==> src/rtl/mul_datapath_if.sv <==
// Strobe/result bundle between the multiplier control FSM (master) and the
// repeated-addition datapath (slave).
interface mul_datapath_if #(
    parameter int W  = 8,
    parameter int PW = 16
);
    logic [W-1:0]  data_in;
    logic          ld_a;
    logic          ld_b;
    logic          clr;
    logic          ld_p;
    logic          dec;
    logic          eqz;
    logic [PW-1:0] product;
    logic          ovf;

    modport master (
        output data_in, ld_a, ld_b, clr, ld_p, dec,
        input  eqz, product, ovf
    );

    modport slave (
        input  data_in, ld_a, ld_b, clr, ld_p, dec,
        output eqz, product, ovf
    );
endinterface

==> src/rtl/mul_datapath.sv <==
// Repeated-addition multiplier datapath: multiplicand A, down-counting
// multiplier B and product accumulator P with a sticky overflow flag.
// The accumulate strobe is gated by B == 0 so the extra ld_p the FSM issues
// while it observes eqz leaves P untouched.
module mul_datapath #(
    parameter int W  = 8,
    parameter int PW = 16
) (
    input  logic             clk,
    input  logic             rst,
    mul_datapath_if.slave    bus
);
    localparam logic [W-1:0] ONE_W = W'(1);

    logic [W-1:0]  r_a;
    logic [W-1:0]  r_b;
    logic [PW-1:0] r_p;
    logic          r_ovf;
    logic          w_eqz;
    logic [PW:0]   w_sum;

    assign w_eqz = (r_b == '0);
    // One spare bit holds the carry out of the zero-extended addition.
    assign w_sum = {1'b0, r_p} + {{(PW + 1 - W){1'b0}}, r_a};

    // Multiplicand register: loads from the shared bus, otherwise holds.
    always_ff @(posedge clk or negedge rst) begin
        if (!rst) begin
            r_a <= '0;
        end else if (bus.ld_a) begin
            r_a <= bus.data_in;
        end
    end

    // Multiplier register: load wins over decrement; saturates at zero.
    always_ff @(posedge clk or negedge rst) begin
        if (!rst) begin
            r_b <= '0;
        end else if (bus.ld_b) begin
            r_b <= bus.data_in;
        end else if (bus.dec && !w_eqz) begin
            r_b <= r_b - ONE_W;
        end
    end

    // Accumulator and sticky overflow: clear wins over accumulate.
    always_ff @(posedge clk or negedge rst) begin
        if (!rst) begin
            r_p   <= '0;
            r_ovf <= 1'b0;
        end else if (bus.clr) begin
            r_p   <= '0;
            r_ovf <= 1'b0;
        end else if (bus.ld_p && !w_eqz) begin
            r_p <= w_sum[PW-1:0];
            if (w_sum[PW]) begin
                r_ovf <= 1'b1;
            end
        end
    end

    assign bus.eqz     = w_eqz;
    assign bus.product = r_p;
    assign bus.ovf     = r_ovf;
endmodule

==> src/flat_wrapper.sv <==
// flat-port wrapper written by rule: the top's interface ports become plain ports
module mul_datapath_flat 
#(
    parameter int W  = 8,
    parameter int PW = 16
)
  (clk, rst, bus_data_in, bus_ld_a, bus_ld_b, bus_clr, bus_ld_p, bus_dec, bus_eqz, bus_product, bus_ovf);
  mul_datapath_if #(.W(W), .PW(PW)) bus_i ();
  input  logic clk;
  input  logic rst;
  input wire logic [$bits(bus_i.data_in)-1:0] bus_data_in;
  input wire logic [$bits(bus_i.ld_a)-1:0] bus_ld_a;
  input wire logic [$bits(bus_i.ld_b)-1:0] bus_ld_b;
  input wire logic [$bits(bus_i.clr)-1:0] bus_clr;
  input wire logic [$bits(bus_i.ld_p)-1:0] bus_ld_p;
  input wire logic [$bits(bus_i.dec)-1:0] bus_dec;
  output wire logic [$bits(bus_i.eqz)-1:0] bus_eqz;
  output wire logic [$bits(bus_i.product)-1:0] bus_product;
  output wire logic [$bits(bus_i.ovf)-1:0] bus_ovf;
  assign bus_i.data_in = bus_data_in;
  assign bus_i.ld_a = bus_ld_a;
  assign bus_i.ld_b = bus_ld_b;
  assign bus_i.clr = bus_clr;
  assign bus_i.ld_p = bus_ld_p;
  assign bus_i.dec = bus_dec;
  assign bus_eqz = bus_i.eqz;
  assign bus_product = bus_i.product;
  assign bus_ovf = bus_i.ovf;
  mul_datapath #(.W(W), .PW(PW)) u_core (.clk(clk), .rst(rst), .bus(bus_i));
endmodule
==> config.mk <==
export PLATFORM = sky130hd
export DESIGN_NAME = mul_datapath_flat
export DESIGN_NICKNAME = d
export VERILOG_FILES = /design/src/rtl/mul_datapath_if.sv /design/src/rtl/mul_datapath.sv /design/src/flat_wrapper.sv
export SDC_FILE = /design/constraint.sdc
export NUM_CORES = 1
export LEC_CHECK = 0
export CAP_MARGIN = 5
export CORE_ASPECT_RATIO = 0.5
export CORE_MARGIN = 2
export CORE_UTILIZATION = 55
export CTS_CLUSTER_DIAMETER = 100
export CTS_CLUSTER_SIZE = 40
export DETAILED_ROUTE_END_ITERATION = 12
export GPL_TIMING_DRIVEN = 0
export PLACE_DENSITY = 0.88
export SYNTH_ARGS = -nofsm -noshare
export SYNTH_HDL_FRONTEND = slang
export SYNTH_SLANG_ARGS = --single-unit
==> constraint.sdc <==
create_clock -name clk -period 5.2 [get_ports clk]
set_input_delay 0.52 -clock clk [delete_from_list [all_inputs] [get_ports clk]]
set_output_delay 0.52 -clock clk [all_outputs]
set_load 0.03 [all_outputs]
# [After elaboration in Yosys (flattened, before gate mapping)]
# Index checks and enable logic that the tools add are counted.
[totals] word_cells=21 input_bits=15 ff_bits=33 output_inout_bits=18
[classes] n_reduce_logical=8 mux=7 add_sub_neg=2
[ops] operator="$mux 16" n=2
[ops] operator="$add 16x8->17" n=1
[ops] operator="$mux 8" n=2
[ops] operator="$logic_not 8->1" n=1
[ops] operator="$sub 8x1->8 const B" n=1
[ops] operator="$reduce_bool 2->1" n=3
[ops] operator="$mux 1" n=3
[ops] operator="$logic_and 1x1->1" n=2
[ops] operator="$reduce_and 2->1" n=1
[ops] operator="$logic_not 1->1" n=1

# [Longest topological paths before layout]
[logic_depth] word_depth=5 ltp_mapped=9 depth_no_buf=8

# [Worst setup path after synthesis]
# No wires, ideal clock.
[synth_timing] kind="reg2out" startpoint="reg u_core.r_b[4]" endpoint="out bus_eqz" stages_incl_launch_ff=4 path_slack_ns=2.871 required_time_ns=4.680 arrival_ns=1.809 path_buffers=1 cell_sequence="dfrtp_1 -> or4_1 -> buf_6 -> nor3b_1"
[synth_between] elab_chain_cells=1
[synth_rtl] element="start, declared" line_no="mul_datapath.sv:16" rtl="logic [W-1:0] r_b;"
[synth_rtl] element="start signal, assigned" line_no="mul_datapath.sv:40" rtl="r_b <= bus.data_in;"
[synth_rtl] element="start signal, assigned" line_no="mul_datapath.sv:42" rtl="r_b <= r_b - ONE_W;"
[synth_rtl] element="$logic_not 8->1" line_no="mul_datapath.sv:22" rtl="assign w_eqz = (r_b == '0);"
[synth_rtl] element="end, declared" line_no="flat_wrapper.sv:17" rtl="output wire logic [$bits(bus_i.eqz)-1:0] bus_eqz;"
# Every way passes these cells.

# [Worst setup path after layout]
# Same ends and word-level chain as after synthesis.

==> impl_metrics.csv <==
group,metric,value,unit
floorplanning,die_x,88.6,µm
floorplanning,num_rows,15,
clocking,cts_tree,"done",
logic_synthesis,synth-xor-area-share,3.12,%
timing,drv_slew,0,
clocking,ctsHoldBuffers,0,
logic_synthesis,synth_fp_nets,223,
timing,fmax,353,MHz
place,numPortBuffers,31,
grt,grt_pass1_wl,7330,µm
timing,fin_crit,2.84,ns
drt,finalWirelength,4410,µm
clocking,root_buffer,"clkbuf_8",
grt,grt_max_degree,34,
grt,grt_use_total,24.6,%
floorplanning,start_util,57.3,%
timing,relSlewSlack,49.8,%
final_layout,layout_common_cells,"dfrtp_1, clkdlybuf4s50_1, nand2_1, o21ai_0, a21oi_1",
timing,fin_setup_tns,0,ns
worst_setup_path,path_class,"reg -> out",
outcome,status,"finished clean",
drt,ant_nets,0,
min_path,hold_path_class,"in -> async",
timing,finalCritPeriodShare,54.5,%
logic_synthesis,synth-seq-area-share,42.0,%
final_layout,final_cells,287,
final_layout,layout_commonest_cell,"dfrtp_1",
clocking,cts-buffers-inserted,5,
power_and_ir_drop,power_density,310,nW/µm²
final_layout,fillerInstances,256,
logic_synthesis,muxShareOfSynthArea,5.09,%
logic_synthesis,synthFlopType,"dfrtp_1",
clocking,htree_levels,2,
logic_synthesis,ys_ff_latch,33,
final_layout,syn2layout_area_growth,24.7,%
floorplanning,dieArea,4100,µm²
place,placed_area,2340,µm²
logic_synthesis,synth_area,1970,µm²
place,dp_slack,2.71,ns
logic_synthesis,avgSynthCellArea,9.99,µm²
floorplanning,coreArea,3430,µm²
logic_synthesis,synthAdderAreaFrac,7.37,%
clocking,postCtsResizedCells,0,
worst_setup_path,setup.worst_path.start_class,"flop",
final_layout,multi_input_area,1050,µm²
worst_setup_path,critical_path_required,4.68,ns
logic_synthesis,async_flop_share,100,%
timing,rsz0062_at_grt,"no",
place,place_hpwl,3130,µm
timing,tightest_slew,0.753,ns
drt,viasPerCell,5.76,
timing,worst_slack,2.36,ns
logic_synthesis,synth-compound-area-share,19.1,%
drt,routed-via-count,1652,
power_and_ir_drop,vdd_ir_drop_max,0.000159,V
clocking,cts.sinks,33,
clocking,clock_latency,0.29,ns
final_layout,nets,261,
final_layout,fin_area,2450,µm²
logic_synthesis,synth_edf_count,0,
grt,grt_pass1_vias,1595,
logic_synthesis,synth.distinct_cells,47,
final_layout,diodes,0,
floorplanning,die_y,46.3,µm
floorplanning,io_pins,33,
timing,finalHoldViolCount,0,
worst_setup_path,cp_max_fo,6,
final_layout,drive_above_1_share,13.6,%
place,dp_cells,279,
worst_setup_path,crit_arrival,2.32,ns
logic_synthesis,synthCells,197,
drt,first_pass_iters,6,
clocking,clockBufferDepth,2,
clocking,cts_setup_buffers,0,
run,maxCapViolations,0,
clocking,clk_pin_slew,0.07,ns
logic_synthesis,ys_warn_count,0,
place,gp_congestion,0.815,
worst_setup_path,cp-end-kind,"primary output",
drt,wl_per_cell,15.4,µm
timing,skew,0.00790,ns
logic_synthesis,synth_top_family_by_area,"compound AO/OA/AOI/OAI gates",
grt,antenna_found_initial,0,
drt,drtIter0Drc,52,
grt,grt_overflow,0,
logic_synthesis,synthSimpleGateAreaFrac,18.7,%
final_layout,seq_area,826,µm²
power_and_ir_drop,cellLeakagePower,0.986,nW
timing,setup_viol,0,
drt,drc,0,
## final timing paths
check                                                   from                                 end  slack [ns]  cells after the start
min in group clk                  u_core.bus.ovf$_DFFE_PN0P_          u_core.bus.ovf$_DFFE_PN0P_        0.50                      1
max in group asynchronous                                rst   u_core.bus.product[6]$_DFFE_PN0P_        4.42                      1
hold / removal                                           rst   u_core.bus.product[0]$_DFFE_PN0P_        0.29                      1
setup reg to reg           u_core.bus.product[0]$_DFFE_PN0P_  u_core.bus.product[14]$_DFFE_PN0P_        2.97                      8
setup / recovery                   u_core.r_b[4]$_DFFE_PN0P_                             bus_eqz        2.36                      4
hold reg to reg                   u_core.bus.ovf$_DFFE_PN0P_          u_core.bus.ovf$_DFFE_PN0P_        0.50                      1
## Yosys cell counts (2+ instances only)
library cell | n | area share (%)
a211oi_1 | 5 | 1.9
a21o_1 | 2 | 0.76
a21oi_1 | 13 | 3.3
buf_6 | 2 | 1.1
clkbuf_1 | 3 | 0.57
dfrtp_1 | 33 | 42
ha_1 | 10 | 6.4
inv_1 | 9 | 1.7
mux2_2 | 8 | 4.6
nand2_1 | 15 | 2.9
nand3_1 | 3 | 0.76
nand3b_1 | 4 | 1.5
nor2_1 | 10 | 1.9
nor2b_1 | 3 | 0.95
nor3_1 | 10 | 2.5
nor3b_1 | 2 | 0.76
o21a_1 | 2 | 0.76
o21ai_0 | 13 | 3.3
o21ai_1 | 5 | 1.3
o21ai_4 | 2 | 1.7
o31ai_1 | 3 | 1.1
or2_2 | 2 | 0.64
or3_1 | 5 | 1.6
or4_1 | 4 | 1.5
xnor2_1 | 7 | 3.1
## cell type report
type	count	share of cell area, %
multi-input combinational	148	42.8
buffer	7	2.40
tap	51	2.60
clock inverter	1	1.22
sequential	33	33.7
inverter	9	1.38
timing repair buffer	31	12.4
clock buffer	7	3.52
## power by group
group | switching (mW) | leakage (nW) | total [mW] | internal (mW)
logic | 0.117 | 0.506 | 0.209 | 0.0915
clock network | 0.0951 | 0.0585 | 0.251 | 0.156
registers | 0.0202 | 0.422 | 0.300 | 0.280
total | 0.232 | 0.986 | 0.760 | 0.528
## metal layers
layer | vias to the layer above | GRT usage [%] | routed length, µm
li1 | 794 | - | -
met1 | 803 | 31.7 | 2040
met2 | 49 | 40.3 | 2060
met3 | 6 | 7.71 | 267
met4 | 0 | 7.88 | 44
met5 | - | 0 | 0
## flip-flops by register name, summed over array words and instances (netlist names)
register	count
u_core.bus.product	16
u_core.r_b	8
u_core.bus.ovf	1
u_core.r_a	8
## cell families (layout without fill, tap and decap cells)
kind of cell    Yosys count  in the layout
compound gates           54             54
xor+xnor                  7              7
fa+ha+maj                11             11
buf+inv                  16             55
flops                    33             33
mux                       9              9
simple gates             67             67
## per-stage QoR
| stage | hold WS, ns | total power [mW] | utilization (%) |
|---|---|---|---|
| floorplan | 0.224 | 0.444 | - |
| global placement | 0.489 | 0.502 | 68.2 |
| detailed placement | 0.493 | 0.511 | 68.1 |
| CTS | 0.306 | 0.765 | 71.4 |
| global route | 0.350 | 0.798 | 71.4 |
| finish | 0.291 | 0.760 | 71.4 |
## worst max-delay path, cell delays in order (launching register included)
cell,delay (ns)
dfrtp_1,0.40
or4_1,0.54
buf_6,0.16
nor3b_1,0.22
clkdlybuf4s50_1,0.70
Power figures use the tool's default switching activity.
